`config.mk`:
```
export PLATFORM = sky130hd
export DESIGN_NAME = gshare_predictor
export DESIGN_NICKNAME = d
export VERILOG_FILES = /design/src/rtl/bpu_pkg.sv /design/src/rtl/gshare_ctr_table.sv /design/src/rtl/gshare_predictor.sv
export SDC_FILE = /design/constraint.sdc
export NUM_CORES = 1
export LEC_CHECK = 0
export BUFFER_PORTS_ARGS = -buffer_cell sky130_fd_sc_hd__buf_4
export CORE_ASPECT_RATIO = 2
export CORE_UTILIZATION = 28
export CTS_BUF_LIST = sky130_fd_sc_hd__clkbuf_8
export DETAILED_ROUTE_END_ITERATION = 8
export PLACE_DENSITY = 0.43
export SKIP_LAST_GASP = 1
export SLEW_MARGIN = 0
export SYNTH_ARGS = -nofsm -noshare
export SYNTH_HDL_FRONTEND = slang
export SYNTH_SLANG_ARGS = --single-unit
```
`constraint.sdc`:
```
create_clock -name clk -period 17.6 [get_ports clk]
set_input_delay 2.64 -clock clk [delete_from_list [all_inputs] [get_ports clk]]
set_output_delay 2.64 -clock clk [all_outputs]
set_load 0.03 [all_outputs]
```
`src/rtl/bpu_pkg.sv`:
```
`default_nettype none
`timescale 1ns/1ps
// ============================================================================
// Module      : bpu_pkg
// Description : Shared types and helpers for the gshare branch predictor.
//               - state_t      : predictor FSM states (table init sweep / run)
//               - ENTRIES      : table depth for the default INDEX_W of 8
//               - ctr_init     : weakly-not-taken reset value of a counter
//               - ctr_sat_next : saturating +1 / -1 counter step
//               The helpers work on CTR_W_MAX-bit values. Callers truncate the
//               result to their own counter width, which must be <= CTR_W_MAX.
// Revision    : 1.0 - initial release
// ============================================================================
package bpu_pkg;

    typedef enum logic [0:0] {
        INIT = 1'b0,
        RUN  = 1'b1
    } state_t;

    localparam int DEFAULT_INDEX_W = 8;
    localparam int ENTRIES         = 2 ** DEFAULT_INDEX_W;
    localparam int CTR_W_MAX       = 16;

    // 2**(ctr_w-1)-1 : highest value that still predicts not-taken
    function automatic logic [CTR_W_MAX-1:0] ctr_init(input int ctr_w);
        return CTR_W_MAX'((1 << (ctr_w - 1)) - 1);
    endfunction

    // Step a ctr_w-bit counter towards the resolved direction, holding at the
    // all-ones / all-zeros limits instead of wrapping.
    function automatic logic [CTR_W_MAX-1:0] ctr_sat_next(
        input logic [CTR_W_MAX-1:0] ctr,
        input logic                 taken,
        input int                   ctr_w
    );
        logic [CTR_W_MAX-1:0] max_v;
        max_v = CTR_W_MAX'((1 << ctr_w) - 1);
        if (taken) begin
            return (ctr == max_v) ? ctr : ctr + CTR_W_MAX'(1);
        end
        return (ctr == '0) ? ctr : ctr - CTR_W_MAX'(1);
    endfunction

endpackage : bpu_pkg
`default_nettype wire

```
`src/rtl/gshare_ctr_table.sv`:
```
`default_nettype none
`timescale 1ns/1ps
// ============================================================================
// Module      : gshare_ctr_table
// Description : Array of CTR_W-bit saturating counters for the gshare
//               predictor. One asynchronous read port for prediction and one
//               synchronous write port shared by the init sweep and the
//               execute-stage update. No per-entry reset: the owner clears the
//               array with an init sweep.
// Ports       : clk      - clock, rising edge
//               rd_addr  - prediction read index
//               rd_data  - counter at rd_addr (combinational)
//               wr_en    - write strobe
//               wr_addr  - write index
//               wr_init  - 1: load the init value, 0: saturating count step
//               wr_taken - count direction when wr_init=0
// Revision    : 1.0 - initial release
// ============================================================================
module gshare_ctr_table
    import bpu_pkg::*;
#(
    parameter int INDEX_W = 8,
    parameter int CTR_W   = 2
) (
    input  logic               clk,
    input  logic [INDEX_W-1:0] rd_addr,
    output logic [CTR_W-1:0]   rd_data,
    input  logic               wr_en,
    input  logic [INDEX_W-1:0] wr_addr,
    input  logic               wr_init,
    input  logic               wr_taken
);

    localparam int DEPTH = 2 ** INDEX_W;

    logic [CTR_W-1:0] r_mem [DEPTH];
    logic [CTR_W-1:0] w_cur;
    logic [CTR_W-1:0] w_wdata;

    // The update is a read-modify-write on the write address; the step is
    // folded into the write port so the prediction read port stays free.
    assign w_cur   = r_mem[wr_addr];
    assign w_wdata = wr_init ? CTR_W'(ctr_init(CTR_W))
                             : CTR_W'(ctr_sat_next(CTR_W_MAX'(w_cur), wr_taken, CTR_W));

    always_ff @(posedge clk) begin
        if (wr_en) begin
            r_mem[wr_addr] <= w_wdata;
        end
    end

    assign rd_data = r_mem[rd_addr];

endmodule : gshare_ctr_table
`default_nettype wire

```
`src/rtl/gshare_predictor.sv`:
```
`default_nettype none
`timescale 1ns/1ps
// ============================================================================
// Module      : gshare_predictor
// Description : Gshare branch direction predictor. The index is the PC bits
//               XOR the global history register (GHR). The GHR is shifted
//               speculatively at prediction time and repaired from the
//               execute-stage checkpoint on a mispredict. After reset an init
//               sweep writes every counter to weakly-not-taken before ready
//               is raised.
//               Optional macro BHT_FWD_EN: forward a same-cycle update to the
//               prediction read when both use the same index.
// Ports       : clk, reset (async, active-high)
//               ready          - table valid (low during the init sweep)
//               pred_pc/pred_valid          - fetch-side request
//               predict_taken/pred_index/pred_ghr - prediction and checkpoint
//               upd_en/upd_index/upd_ghr/upd_taken/upd_mispredict - resolve
// Revision    : 1.0 - initial release
// ============================================================================
module gshare_predictor
    import bpu_pkg::*;
#(
    parameter int INDEX_W = 8,
    parameter int CTR_W   = 2,
    parameter int GHR_W   = 8,
    parameter int PC_LSB  = 2
) (
    input  logic               clk,
    input  logic               reset,
    output logic               ready,
    input  logic [31:0]        pred_pc,
    input  logic               pred_valid,
    output logic               predict_taken,
    output logic [INDEX_W-1:0] pred_index,
    output logic [GHR_W-1:0]   pred_ghr,
    input  logic               upd_en,
    input  logic [INDEX_W-1:0] upd_index,
    input  logic [GHR_W-1:0]   upd_ghr,
    input  logic               upd_taken,
    input  logic               upd_mispredict
);

    localparam logic [INDEX_W-1:0] PTR_LAST = '1;

    state_t             r_state;
    state_t             w_state_nxt;
    logic [INDEX_W-1:0] r_ptr;
    logic [GHR_W-1:0]   r_ghr;
    logic [GHR_W-1:0]   w_ghr_nxt;
    logic [INDEX_W-1:0] w_idx;
    logic [CTR_W-1:0]   w_rd_data;
    logic [CTR_W-1:0]   w_ctr_eff;
    logic               w_in_init;
    logic               w_wr_en;
    logic [INDEX_W-1:0] w_wr_addr;
    logic               w_unused;

    assign w_in_init = (r_state == INIT);

    // ------------------------------------------------------------------
    // State, sweep pointer and GHR
    // ------------------------------------------------------------------
    always_ff @(posedge clk or posedge reset) begin
        if (reset) begin
            r_state <= INIT;
            r_ptr   <= '0;
            r_ghr   <= '0;
        end else begin
            r_state <= w_state_nxt;
            r_ghr   <= w_ghr_nxt;
            if (w_in_init) begin
                r_ptr <= r_ptr + 1'b1;
            end
        end
    end

    always_comb begin
        w_state_nxt = r_state;
        w_ghr_nxt   = r_ghr;
        case (r_state)
            INIT: begin
                if (r_ptr == PTR_LAST) begin
                    w_state_nxt = RUN;
                end
            end
            RUN: begin
                // Repair beats the speculative shift: the front end is being
                // flushed, so that prediction never happened.
                if (upd_en && upd_mispredict) begin
                    w_ghr_nxt = GHR_W'({upd_ghr, upd_taken});
                end else if (pred_valid) begin
                    w_ghr_nxt = GHR_W'({r_ghr, predict_taken});
                end
            end
            default: w_state_nxt = INIT;
        endcase
    end

    // ------------------------------------------------------------------
    // Index hash and table access
    // ------------------------------------------------------------------
    assign w_idx = pred_pc[PC_LSB+INDEX_W-1:PC_LSB] ^ INDEX_W'(r_ghr);

    // Single write port: the sweep owns it during INIT, updates during RUN.
    assign w_wr_en   = w_in_init | upd_en;
    assign w_wr_addr = w_in_init ? r_ptr : upd_index;

    gshare_ctr_table #(
        .INDEX_W (INDEX_W),
        .CTR_W   (CTR_W)
    ) u_table (
        .clk      (clk),
        .rd_addr  (w_idx),
        .rd_data  (w_rd_data),
        .wr_en    (w_wr_en),
        .wr_addr  (w_wr_addr),
        .wr_init  (w_in_init),
        .wr_taken (upd_taken)
    );

`ifdef BHT_FWD_EN
    // Write-to-read bypass: the read already targets upd_index, so the
    // forwarded value is simply the stepped read data.
    assign w_ctr_eff = (upd_en && (upd_index == w_idx))
                     ? CTR_W'(ctr_sat_next(CTR_W_MAX'(w_rd_data), upd_taken, CTR_W))
                     : w_rd_data;
`else
    assign w_ctr_eff = w_rd_data;
`endif

    // ------------------------------------------------------------------
    // Outputs
    // ------------------------------------------------------------------
    assign ready         = (r_state == RUN);
    assign predict_taken = ready & w_ctr_eff[CTR_W-1];
    assign pred_index    = w_idx;
    assign pred_ghr      = r_ghr;

    // PC bits outside the index window, the top checkpoint bit and the low
    // counter bits do not influence any output.
    assign w_unused = ^{pred_pc, upd_ghr, w_ctr_eff};

endmodule : gshare_predictor
`default_nettype wire

```
# ---- Yosys cells after proc, flatten, opt, wreduce, memory -nomap -nowiden
# Memories as Yosys holds them, arrays and structs flattened.
# Cells that the tools add are included.
dict set report word_totals {
  register_bits 17
  in_bits 54
  n_memories 1
  out_inout_bits 18
  ramBits 512
  wordCells 30
}
dict set report op_classes {
  mux 13
  n_reduce_logical 4
  eq_ne 2
  addsub 3
  bitwise 4
}
# name depth word_bits rd rd_ports_with_merged_regs wr line
set mem_list {}
lappend mem_list {u_table.r_mem 256 2 2 0 1 gshare_ctr_table.sv:36} ;# logic [CTR_W-1:0] r_mem [DEPTH];
# cell n
set op_table {}
lappend op_table {{two-way mux 8 bit} 3}
lappend op_table {{two-way mux 2 bit} 5}
lappend op_table {{adder 8 x 1 -> 8 bit (second input constant)} 1}
lappend op_table {{== test 8 bit (second input constant)} 1}
lappend op_table {{XOR 8 bit} 1}
lappend op_table {{two-way mux 1 bit} 5}
lappend op_table {{adder 2 x 1 -> 2 bit (second input constant)} 1}
lappend op_table {{== test 2 bit (second input constant)} 1}
lappend op_table {{zero test 2 bit} 1}
lappend op_table {{AND reduction 2 bit} 1}
lappend op_table {{nonzero test 2 bit} 1}
lappend op_table {{subtractor 2 x 1 -> 2 bit (second input constant)} 1}
lappend op_table {{bitwise AND 1 bit} 1}
lappend op_table {{logical AND 1 bit} 1}
lappend op_table {{inverter 1 bit} 1}
lappend op_table {{OR 1 bit} 1}

# ---- Depth between registers and ports, before layout
# Gate-level depths: netlist of run 1.
# An unclocked memory read counts as a cell.
dict set report depth {
  word_depth 7
  mapped_depth 15
  ltp_nobuf 9
}

# ---- By module
# From an unflattened synthesis of run 1, not the netlist that was laid out.
dict set report hier_totals {
  hier_cells 1548
  area_unflattened_um2 26117.5
}
# mod cells_each seq_area_each_um2 area_each_um2 n_inst
set modules_own_cells {}
lappend modules_own_cells {gshare_ctr_table 1468 15374.7 25182.9 1}
lappend modules_own_cells {gshare_predictor 80 425.4 934.6 1}

# ---- Least setup slack after synthesis of run 1
# OpenSTA, ideal clock, no wires.
dict set report synth_timing {
  kind {input -> register}
  from {in upd_index[0]}
  to {mem u_table.r_mem[0][0], data pin}
  path_buffers 5
  required_time_ps 16210
  path_stages 14
  setup_time_ps 1390
  arrival_ps 10560
  path_slack_ps 5650
  cell_sequence {mux2_4 buf_12 buf_12 buf_12 buf_4 buf_2 mux2i_1 a222oi_1 nand4_1 nand4_1 a211oi_2 nand4b_1 a21oi_1 nor2_1}
}
dict set report synth_via {
  elab_chain_cells 7
  elab_cells_between_ends 11
  cone_classes {add/sub (2); eq/ne (1); mux (6); reduce/logical (1); memory (1)}
}
# item line
set synth_lines {}
lappend synth_lines {{start: declaration} gshare_predictor.sv:37} ;# input logic [INDEX_W-1:0] upd_index,
lappend synth_lines {{two-way mux 8 bit *} gshare_predictor.sv:106} ;# assign w_wr_addr = w_in_init ? r_ptr : upd_index;
lappend synth_lines {{memory (256 x 2 bit) *} --}
lappend synth_lines {{adder 2 x 1 -> 2 bit / == test 2 bit (equally long branches)} bpu_pkg.sv:40} ;# return (ctr == max_v) ? ctr : ctr + CTR_W_MAX'(1);
lappend synth_lines {{two-way mux 2 bit} bpu_pkg.sv:40}
lappend synth_lines {{two-way mux 2 bit} bpu_pkg.sv:39} ;# if (taken) begin
lappend synth_lines {{two-way mux 2 bit *} bpu_pkg.sv:42} ;# return (ctr == '0) ? ctr : ctr - CTR_W_MAX'(1);
lappend synth_lines {{two-way mux 2 bit *} gshare_ctr_table.sv:43} ;# assign w_wdata = wr_init ? CTR_W'(ctr_init(CTR_W))
lappend synth_lines {{net u_table.w_wdata[0]} gshare_ctr_table.sv:38} ;# logic [CTR_W-1:0] w_wdata;
lappend synth_lines {{end: declaration} gshare_ctr_table.sv:36}
# Mark *: on every way through the listed nets, which the timed path passes. The rest lies on a longest branch. The select of a mux whose other input is x is not followed.

# ---- Worst setup path in the final report of run 1
dict set report layout_timing {
  from {in pred_pc[3]}
  to {out predict_taken}
}
dict set report layout_via {
  elab_chain_cells 3
}
# item line
set layout_lines {}
lappend layout_lines {{start: declaration} gshare_predictor.sv:31} ;# input logic [31:0] pred_pc,
lappend layout_lines {{XOR 8 bit} gshare_predictor.sv:102} ;# assign w_idx = pred_pc[PC_LSB+INDEX_W-1:PC_LSB] ^ INDEX_W'(r_ghr);
lappend layout_lines {{memory (256 x 2 bit)} --}
lappend layout_lines {{bitwise AND 1 bit} gshare_predictor.sv:135} ;# assign predict_taken = ready & w_ctr_eff[CTR_W-1];
lappend layout_lines {{end: declaration} gshare_predictor.sv:33} ;# output logic predict_taken,
# Every way passes these cells.

==> results of run 1 <==
==> stage by stage <==
step | instance area [um2] | cells | hold slack, ns | setup slack [ns]
floorplan | 24440 | 1690 | 0.5022 | 5.650
global route | 27670 | 2961 | 0.6506 | 8.740
detailed placement | 26320 | 2828 | 0.5849 | 8.675
CTS | 27670 | 2960 | 0.5995 | 8.903
finish | 27670 | 2961 | 0.5970 | 8.843
global placement | 26320 | 2828 | 0.5535 | 8.711
==> synthesized netlist by cell type, drive strengths merged (9+ instances only) <==
| cell | count |
|---|---|
| buf | 57 |
| edfxtp | 512 |
| nand4 | 22 |
| clkbuf | 64 |
| a21oi | 17 |
| xnor2 | 9 |
| dfrtp | 17 |
| mux2i | 56 |
| inv | 11 |
| nand2 | 224 |
| nand3 | 73 |
| a31oi | 17 |
| a32oi | 14 |
| nor2 | 285 |
| mux4 | 141 |
| o22ai | 28 |
| nand2b | 9 |
| o21ai | 14 |
| a311oi | 13 |
==> state kept, by name, summed over array words and instances, names as in the netlist <==
name,flops
pred_ghr,8
r_ptr,8
ready,1
u_table.r_mem,512
==> area by class of cell <==
type	count	share of cell area
Timing Repair Buffer	104	0.02912
Multi-Input combinational cell	1028	0.2972
Clock buffer	79	0.03930
Inverter	12	0.001628
Antenna cell	1	0.00009044
Tap cell	1155	0.05223
Clock inverter	53	0.009361
Sequential cell	529	0.5711
==> final timing paths <==
path / cells after the start / to / slack (ns) / start
worst max register to register: 12 / u_table.r_mem[16][1]$_DFFE_PP_ / 10.42 / ready$_DFF_PP0_
worst min-delay path: 2 / pred_ghr[7]$_DFFE_PP0P_ / 0.60 / pred_ghr[7]$_DFFE_PP0P_
max in group asynchronous: 2 / ready$_DFF_PP0_ / 15.04 / reset
min in group asynchronous: 2 / r_ptr[4]$_DFFE_PP0N_ / 2.06 / reset
worst min register to register: 2 / pred_ghr[7]$_DFFE_PP0P_ / 0.60 / pred_ghr[7]$_DFFE_PP0P_
worst max-delay path: 12 / predict_taken / 8.84 / pred_pc[3]
==> logic make-up after synthesis <==
group                      share of synthesized area
xor gates and xnor gates                    0.005377
AOI/OAI and AO/OA                            0.04373
buffers and inverters                        0.02821
adders and majority gates                  0.0005120
DFF                                           0.6466
muxes                                         0.1608
and+or+nand+nor                               0.1148
==> layer usage <==
metal	vias to the layer above	wire, um	track usage
li1	6649	-	-
met1	7998	28050	0.1899
met2	549	46240	0.3667
met3	141	3786	0.02720
met4	0	4276	0.09801
met5	-	0	0
==> worst register-to-register path: cells and delay by family, from the launching register on <==
family                 cells  cell delay (ns)
AOI/OAI and AO/OA          2             1.04
muxes                      2             0.83
buffers and inverters      4             2.87
DFF                        1             0.34
and+or+nand+nor            4             1.54
==> power groups by stage <==
stage          logic (mW)  registers (mW)  clock network [mW]
3_3_place_gp       0.0438            1.39                   0
5_1_grt            0.0454            1.36               0.990
2_1_floorplan      0.0234            1.39                   0
4_1_cts            0.0438            1.36               0.949
6_report           0.0434            1.36               0.919
3_5_place_dp       0.0437            1.39                   0
==> placed cells by master (no fill, tap or decap), types with 5 or more instances in the layout <==
| cell | n |
|---|---|
| dfrtp_1 | 16 |
| a311oi_1 | 13 |
| o21ai_0 | 7 |
| nand2_1 | 223 |
| or2_2 | 5 |
| nor3b_1 | 6 |
| nand2b_1 | 9 |
| clkbuf_8 | 79 |
| and3b_1 | 6 |
| mux2_2 | 5 |
| clkinv_1 | 17 |
| edfxtp_1 | 512 |
| a32oi_1 | 14 |
| mux4_1 | 24 |
| nand4_1 | 22 |
| inv_1 | 33 |
| a31oi_1 | 17 |
| o22ai_2 | 8 |
| o21ai_1 | 5 |
| buf_4 | 102 |
| nor2_1 | 284 |
| a21oi_1 | 17 |
| o22ai_1 | 19 |
| nor3_1 | 8 |
| mux2i_1 | 52 |
| nor2b_1 | 8 |
| mux4_2 | 117 |
| clkinv_2 | 9 |
| nand3_1 | 73 |
| xnor2_1 | 9 |
| and3_1 | 7 |
==> summary.txt, run 1 <==
Worst setup path
  – Crit path max fanout: 42
  – Delay-heaviest family, CP: buffers and inverters
  – CP startpoint kind: input pin
  – CP endpoint kind: primary output
  – Crit Path Category: in2out
  – Worst EP arrival: 6.12 ns
  – Crit path cell chain: buf_4, xor2_4, buf_4, buf_4, mux4_2, mux2i_1, nand2_1, nand3_1, o2111ai_1, o211ai_1, nand2_1, buf_4
  – CP bufs+invs: 4
  – Largest stage delay on the critical path: 0.73 ns
  – Most frequent CP cell: buf_4
  – Slowest CP cell: buf_4
  – Critical Path RT: 14.96 ns

Logic synthesis
  – Post-synth top flop: edfxtp_1
  – Register area share after synthesis: 0.6466
  – EDFF count, synth: 512
  – Top post-synthesis cells by area: edfxtp_1, mux4_2, nor2_1, nand2_1, mux4_1
  – FFs w/ async S/R, synth: 0.03214
  – Leading area contributor after synthesis: edfxtp_1
  – Top-area cell type share of the netlist area: 0.6292
  – Synth Cell Area: 0.02444 mm2
  – Post-synth cell types: 72
  – Flops & latches, synth: 529
  – Mapped Cells: 1690
  – Mean Syn Cell Area: 14.46 um2
  – Syn. warnings: 0
  – Syn_nets: 1745

STA
  – Fin. Hold Viols: 0
  – RSZ-0062 raised after global routing: false
  – Period minus WS final: 8.757 ns
  – F_max: 114.2 MHz
  – Fin crit share: 0.4976
  – Worst Max-Slew Pin Slew: 1.254 ns
  – Fin Setup TNS: 0 ns
  – Setup violators final: 0
  – Worst clock skew: 0.02810 ns
  – Relative slew slack: 0.1643
  – Pins Over Slew Limit: 0

Routing
  – Final WL: 82350 um
  – Via-to-Cell Ratio: 5.180
  – Routed Antenna Nets: 0
  – Drt drc: 0
  – First-pass DRT Iterations: 5
  – Vias: 15340
  – Initial DRC count: 1035
  – Routed wire per std cell: 27.81 um

GRT
  – Vias in the first global route: 16590
  – Largest net degree at the start of global routing: 144
  – Initial antenna violation count: 1
  – GR Util All Layers: 0.1883
  – First-pass GRT wire length: 117200 um
  – GR Overflow Total: 0

Power
  – Peak VDD IR: 0.04116 mV
  – Leakage: 8.722 nW
  – Internal Power: 1.807 mW
  – Clock network fraction of design power: 0.396
  – P_sw: 0.5143 mW
  – Switching Share: 0.2216
  – Pwr/cell area: 83.89 mW/mm2
  – Pwr Total: 2.321 mW
  – Share of power burned in registers: 0.586
  – Combinational power share: 0.019

Placed design
  – GPL Wtd Cong: 0.8584
  – Detailed placement HPWL: 52420 um
  – Port Buffers: 46

Floorplanning
  – I/O Pins: 72
  – Core area: 0.08615 mm2
  – Vert. Die Dim: 419.8 um
  – Die area: 0.08853 mm2
  – Die W: 210.9 um
  – Initial Util: 0.2836
  – Row count: 152

Clocking
  – Skew-Pair Late Insertion Delay: 0.69 ns
  – Cts repair resizes: 0
  – H-Tree Level Count: 3
  – TritonCTS Buffers: 76
  – Root buffer cell: clkbuf_8
  – Maximum clock path buffer count: 3
  – CTS Sinks: 529
  – Hold Buf Count CTS: 0
  – # Post-CTS Setup Buffers: 0
  – Reg clk slew, reported paths: 0.06 ns
  – CTS tree: built

Layout
  – Final layout net count: 1806
  – FF+latch area: 0.01580 mm2
  – Final core occ: 0.3211
  – Layout cells sized above 1: 0.1978
  – Combined area of the multi-input logic cells: 0.008222 mm2
  – Fillers: 8575
  – Area growth from synthesis to layout: 13.23%

Status
  – Status: complete, no violations

Min path
  – HP Class: reg2reg

Job
  – Max Cap Viol: 0
(Power assumes the default switching activity.)
==> run 2, diff against run 1 <==
==> constraint.sdc (replaced) <==
create_clock -name clk -period 8.62 [get_ports clk]
set_input_delay 1.293 -clock clk [delete_from_list [all_inputs] [get_ports clk]]
set_output_delay 1.293 -clock clk [all_outputs]
set_load 0.03 [all_outputs]
==> summary.txt, run 2 (same netlist as run 1, synthesis figures left out) <==
Layout
  – Area growth from synthesis to layout: 14.01%
  – Most common cell after layout, fill and taps aside: edfxtp_1
  – Combined area of the multi-input logic cells: 0.008222 mm2 (unchanged)
  – Fillers: 8459 (-1.4%)
  – Commonest non-fill, non-tap cells in the layout: edfxtp_1, nor2_1, nand2_1, mux4_2, buf_4
  – Layout cells sized above 1: 0.2038 (+0.005971)
  – Flip-flop count of the largest register after layout: 512 (unchanged)
  – Post-route design area: 0.02786 mm2 (+0.70%)
  – Biggest register: u_table.r_mem
  – FF+latch area: 0.01580 mm2 (unchanged)
  – Final layout net count: 1813 (+0.39%)

Routing
  – Via-to-Cell Ratio: 5.182 (about the same)
  – Drt drc: 0 (unchanged)
  – Initial DRC count: 1203 (+16%)
  – Routed Antenna Nets: 0 (unchanged)
  – Final WL: 83250 um (+1.1%)
  – Routed wire per std cell: 28.06 um (+0.88%)
  – First-pass DRT Iterations: 5 (unchanged)
  – Vias: 15380 (+0.25%)

Clocking
  – Hold Buf Count CTS: 0 (unchanged)
  – CTS Sinks: 529 (unchanged)
  – H-Tree Level Count: 3 (unchanged)
  – Root buffer cell: clkbuf_8
  – Maximum clock path buffer count: 3 (unchanged)
  – Cts repair resizes: 0 (unchanged)
  – TritonCTS Buffers: 74 (-2.6%)
  – CTS tree: built
  – Skew-Pair Late Insertion Delay: 0.72 ns (+0.03 ns)
  – # Post-CTS Setup Buffers: 0 (unchanged)
  – Reg clk slew, reported paths: 0.06 ns (about the same)

Worst setup path
  – Most frequent CP cell: buf_4
  – Worst EP arrival: 4.77 ns (-1.35 ns)
  – CP endpoint kind: primary output
  – Delay-heaviest family, CP: compound AO/OA/AOI/OAI gates
  – Largest stage delay on the critical path: 0.85 ns (+0.12 ns)
  – Crit path max fanout: 16 (-62%)
  – Setup crit start: pred_pc[3]
  – Crit Path Category: in2out
  – Reg2Reg Launch Point: ready$_DFF_PP0_
  – CP startpoint kind: input pin
  – Critical Path RT: 7.33 ns (-7.63 ns)
  – Crit path cell chain: buf_4, xor2_4, buf_4, mux4_2, mux2_2, o21ai_0, o2111ai_1, o211ai_1, nand2_1, buf_4
  – Slowest CP cell: xor2_4
  – CP bufs+invs: 3 (-1)

STA
  – Period minus WS final: 6.063 ns
  – WHS: 0.5704 ns (-0.02651 ns)
  – Relative slew slack: 0.1850 (+0.02078)
  – Fin. Hold Viols: 0 (unchanged)
  – Final worst slack: 2.557 ns (-6.286 ns)
  – Pins Over Slew Limit: 0 (unchanged)
  – F_max: 164.9 MHz
  – Fin Setup TNS: 0 ns (unchanged)
  – Setup violators final: 0 (unchanged)
  – Fin crit share: 0.7034
  – Worst clock skew: 0.03509 ns (+0.006993 ns)
  – RSZ-0062 raised after global routing: false
  – Worst Max-Slew Pin Slew: 1.213 ns (-0.04051 ns)

Placed design
  – Dpl ws: 2.201 ns (-6.474 ns)
  – Port Buffers: 46 (unchanged)
  – Detailed placement HPWL: 53660 um (+2.4%)
  – Area post-placement: 0.02642 mm2 (+0.40%)
  – GPL Wtd Cong: 0.8835 (+2.9%)

GRT
  – GR Overflow Total: 0 (unchanged)
  – Largest net degree at the start of global routing: 149 (+3.5%)
  – Initial antenna violation count: 2 (+1)
  – First-pass GRT wire length: 118100 um (+0.75%)
  – Vias in the first global route: 16380 (-1.2%)
  – GR Util All Layers: 0.1907 (+0.002421)

Min path
  – HP Class: reg2reg
  – Hold Startpoint: r_ptr[5]$_DFFE_PP0N_

Power
  – Pwr/cell area: 175.1 mW/mm2 (+110%)
  – Pwr Total: 4.877 mW (+110%)
  – Peak VDD IR: 0.09369 mV (+130%)
  – Leakage: 8.804 nW (+0.94%)

Floorplanning
  – I/O Pins: 72 (unchanged)
  – Die area: 0.08853 mm2 (unchanged)
  – Initial Util: 0.2836 (unchanged)
  – Vert. Die Dim: 419.8 um (unchanged)
  – Die W: 210.9 um (unchanged)
  – Core area: 0.08615 mm2 (unchanged)
  – Row count: 152 (unchanged)

Status
  – Status: complete, no violations

Job
  – Max Cap Viol: 0 (unchanged)
run 2: changes by cell type in the layout (fill, tap and decap cells not counted):
cell	before	now
buf_12	2	5
buf_4	102	108
bufinv_16	1	6
clkbuf_8	79	75
clkinv_2	9	10
clkinvlp_4	4	3
inv_1	33	27
inv_6	0	2
o22ai_1	19	20
o22ai_2	8	7
o2bb2ai_1	2	1
o2bb2ai_2	0	1
run 2: final cells by class:
cell class | count | share of cell area
Antenna cell | 1 | 0.00008982
Timing Repair Buffer | 113 | 0.03269
Clock inverter | 54 | 0.01442
Clock buffer | 75 | 0.03705
Inverter | 12 | 0.001617
Multi-Input combinational cell | 1028 | 0.2951
Tap cell | 1155 | 0.05187
Sequential cell | 529 | 0.5672
run 2: stage by stage:
stage,cells,util
final,2967,0.3234
after global routing,2967,0.3234
after CTS,2966,0.3234
after detailed placement,2837,0.3067
after global placement,2837,0.3067
after floorplan,1690,-
run 2: path summary, 6_finish.rpt:
| kind | slack, ns | endpoint | depth (start not counted) |
|---|---|---|---|
| max | 2.56 | predict_taken | 10 |
| min | 0.57 | r_ptr[5]$_DFFE_PP0N_ | 1 |
| max reg2reg | 2.72 | u_table.r_mem[187][1]$_DFFE_PP_ | 12 |
| min reg2reg | 0.57 | r_ptr[5]$_DFFE_PP0N_ | 1 |
| max in group asynchronous | 7.38 | ready$_DFF_PP0_ | 2 |
| min in group asynchronous | 0.73 | r_ptr[6]$_DFFE_PP0N_ | 2 |
run 2: where the power goes:
| part | switching, mW | internal, mW | total [mW] |
|---|---|---|---|
| registers | 0 | 2.77 | 2.77 |
| clock network | 1.01 | 0.998 | 2.01 |
| logic | 0.0580 | 0.0344 | 0.0925 |
run 2: metal layers:
| metal | up-vias | part of all wire | GRT usage |
|---|---|---|---|
| met4 | 2 | 0.057 | 0.1103 |
| li1 | 6671 | - | - |
| met3 | 155 | 0.042 | 0.02810 |
| met2 | 470 | 0.55 | 0.3646 |
| met5 | - | 0.00016 | 0 |
| met1 | 8078 | 0.35 | 0.1935 |
==> run 3, diff against run 2 <==
==> constraint.sdc (replaced) <==
create_clock -name clk -period 5.9 [get_ports clk]
set_input_delay 0.885 -clock clk [delete_from_list [all_inputs] [get_ports clk]]
set_output_delay 0.885 -clock clk [all_outputs]
set_load 0.03 [all_outputs]
==> summary.txt, run 3 (same netlist as run 1, synthesis figures left out) <==
Layout
  – Layout cells sized above 1: 0.2193 (+0.01559)
  – FF+latch area: 0.01580 mm2 (unchanged)
  – Area growth from synthesis to layout: 15.56%
  – Commonest non-fill, non-tap cells in the layout: edfxtp_1, nor2_1, nand2_1, buf_4, mux4_2
  – Flip-flop count of the largest register after layout: 512 (unchanged)
  – Layout Cells excl Fill: 3007 (+1.3%)
  – Combined area of the multi-input logic cells: 0.008222 mm2 (unchanged)
  – Fillers: 8478 (+0.22%)
  – Most common cell after layout, fill and taps aside: edfxtp_1
  – Biggest register: u_table.r_mem
  – Final layout net count: 1847 (+1.9%)

Min path
  – HP Class: in2async

GRT
  – GR Util All Layers: 0.1956 (+0.004868)
  – Largest net degree at the start of global routing: 111 (-26%)
  – Vias in the first global route: 16810 (+2.6%)
  – Initial antenna violation count: 2 (unchanged)
  – First-pass GRT wire length: 120800 um (+2.3%)
  – GR Overflow Total: 0 (unchanged)

Routing
  – Via-to-Cell Ratio: 5.210 (+0.52%)
  – First-pass DRT Iterations: 7 (+2)
  – Routed wire per std cell: 28.28 um (+0.78%)
  – Routed Antenna Nets: 0 (unchanged)
  – Drt drc: 0 (unchanged)
  – Initial DRC count: 1151 (-4.3%)
  – Final WL: 85030 um (+2.1%)
  – Vias: 15670 (+1.9%)

Floorplanning
  – Die area: 0.08853 mm2 (unchanged)
  – Core area: 0.08615 mm2 (unchanged)
  – Vert. Die Dim: 419.8 um (unchanged)
  – Die W: 210.9 um (unchanged)
  – Row count: 152 (unchanged)
  – Initial Util: 0.2836 (unchanged)
  – I/O Pins: 72 (unchanged)

Job
  – Max Cap Viol: 0 (unchanged)

Clocking
  – Maximum clock path buffer count: 3 (unchanged)
  – Reg clk slew, reported paths: 0.08 ns (+0.02 ns)
  – # Post-CTS Setup Buffers: 0 (unchanged)
  – CTS tree: built
  – H-Tree Level Count: 3 (unchanged)
  – Root buffer cell: clkbuf_8
  – CTS Sinks: 529 (unchanged)
  – Skew-Pair Late Insertion Delay: 0.72 ns (about the same)
  – TritonCTS Buffers: 76 (+2.7%)
  – Cts repair resizes: 0 (unchanged)
  – Hold Buf Count CTS: 0 (unchanged)

Power
  – Leakage: 9.009 nW (+2.3%)
  – Pwr/cell area: 253.9 mW/mm2 (+45%)
  – Peak VDD IR: 0.1568 mV (+67%)

Worst setup path
  – Worst EP arrival: 5.46 ns (+0.69 ns)
  – CP endpoint kind: register
  – Crit path max fanout: 96 (+80)
  – Crit Path Category: reg2reg
  – CP startpoint kind: register
  – Slowest CP cell: o22ai_1
  – Crit path cell chain: buf_4, and3b_1, o22ai_1, o21ai_0, nor3_1, o21a_1, a31oi_1, or4_1, o21bai_1, nand2_8, buf_12
  – Setup crit start: ready$_DFF_PP0_
  – Reg2Reg Launch Point: ready$_DFF_PP0_
  – Largest stage delay on the critical path: 0.91 ns (+0.06 ns)
  – Critical Path RT: 6.36 ns (-0.97 ns)
  – R2r setup slk: 0.89 ns (-1.83 ns)
  – CP bufs+invs: 2 (-1)
  – Delay-heaviest family, CP: compound AO/OA/AOI/OAI gates

Status
  – Status: complete, no violations

STA
  – Pins Over Slew Limit: 0 (unchanged)
  – F_max: 199.8 MHz
  – RSZ-0062 raised after global routing: false
  – Relative slew slack: 0.2209 (+0.03590)
  – Worst Max-Slew Pin Slew: 1.169 ns (-0.04452 ns)
  – Fin crit share: 0.8485
  – Fin Setup TNS: 0 ns (unchanged)
  – Period minus WS final: 5.006 ns
  – Setup violators final: 0 (unchanged)
  – Worst clock skew: 0.03270 ns (-0.002387 ns)
  – Fin. Hold Viols: 0 (unchanged)

Placed design
  – GPL Wtd Cong: 0.8589 (-2.8%)
  – Placed cells: 2869 (+1.1%)
  – Detailed placement HPWL: 57660 um (+7.5%)
  – Port Buffers: 46 (unchanged)
[run 3: through the flow]
step | hold WS (ns) | utilization | total power [mW] | setup slack [ns] | cell area [um2]
after detailed placement | 0.5562 | 0.3107 | 4.268 | 0.7378 | 26760
after floorplan | 0.5022 | - | 4.205 | 0.2931 | 24450
final | 0.2786 | 0.3278 | 7.169 | 0.8941 | 28240
after global routing | 0.3386 | 0.3278 | 7.372 | 0.6793 | 28240
after CTS | 0.2536 | 0.3277 | 7.251 | 0.8153 | 28240
after global placement | 0.5361 | 0.3107 | 4.268 | 0.7586 | 26760
[run 3: final timing paths]
kind | to | cells after the start
worst max-delay path | u_table.r_mem[80][1]$_DFFE_PP_ | 11
worst min-delay path | r_ptr[6]$_DFFE_PP0N_ | 2
worst max register to register | u_table.r_mem[80][1]$_DFFE_PP_ | 11
worst min register to register | r_ptr[5]$_DFFE_PP0N_ | 1
max in group asynchronous | ready$_DFF_PP0_ | 2
min in group clk | pred_ghr[6]$_DFFE_PP0P_ | 3
[run 3: routing by layer]
metal	routed length (um)	up-vias	part of all wire	track usage
met2	47520	528	0.56	0.3774
met4	4803	0	0.056	0.1088
li1	-	6747	-	-
met5	0	-	0	0
met1	29160	8223	0.34	0.1983
met3	3551	167	0.042	0.02706
[run 3: final cells by class]
cell class	instances	area share
multi-input combinational	1028	0.2912
antenna	1	0.00008862
timing repair buffer	145	0.04431
inverter	12	0.001595
sequential	529	0.5596
clock buffer	79	0.03850
clock inverter	58	0.01360
tap	1155	0.05118
[run 3: worst reg2reg max path, stage by stage (launching register included)]
cell      delay, ns
dfrtp_2        0.59
buf_4          0.28
and3b_1        0.28
o22ai_1        0.91
o21ai_0        0.44
nor3_1         0.34
o21a_1         0.31
a31oi_1        0.13
or4_1          0.56
o21bai_1       0.25
nand2_8        0.22
buf_12         0.36
[run 3: power by group]
part | total [mW] | internal [mW] | switching [mW] | leakage, nW
Clock | 2.98 | 1.47 | 1.51 | 0.810
Sequential | 4.05 | 4.05 | 0 | 4.72
Combinational | 0.132 | 0.0506 | 0.0814 | 3.48
Total | 7.17 | 5.57 | 1.59 | 9.01
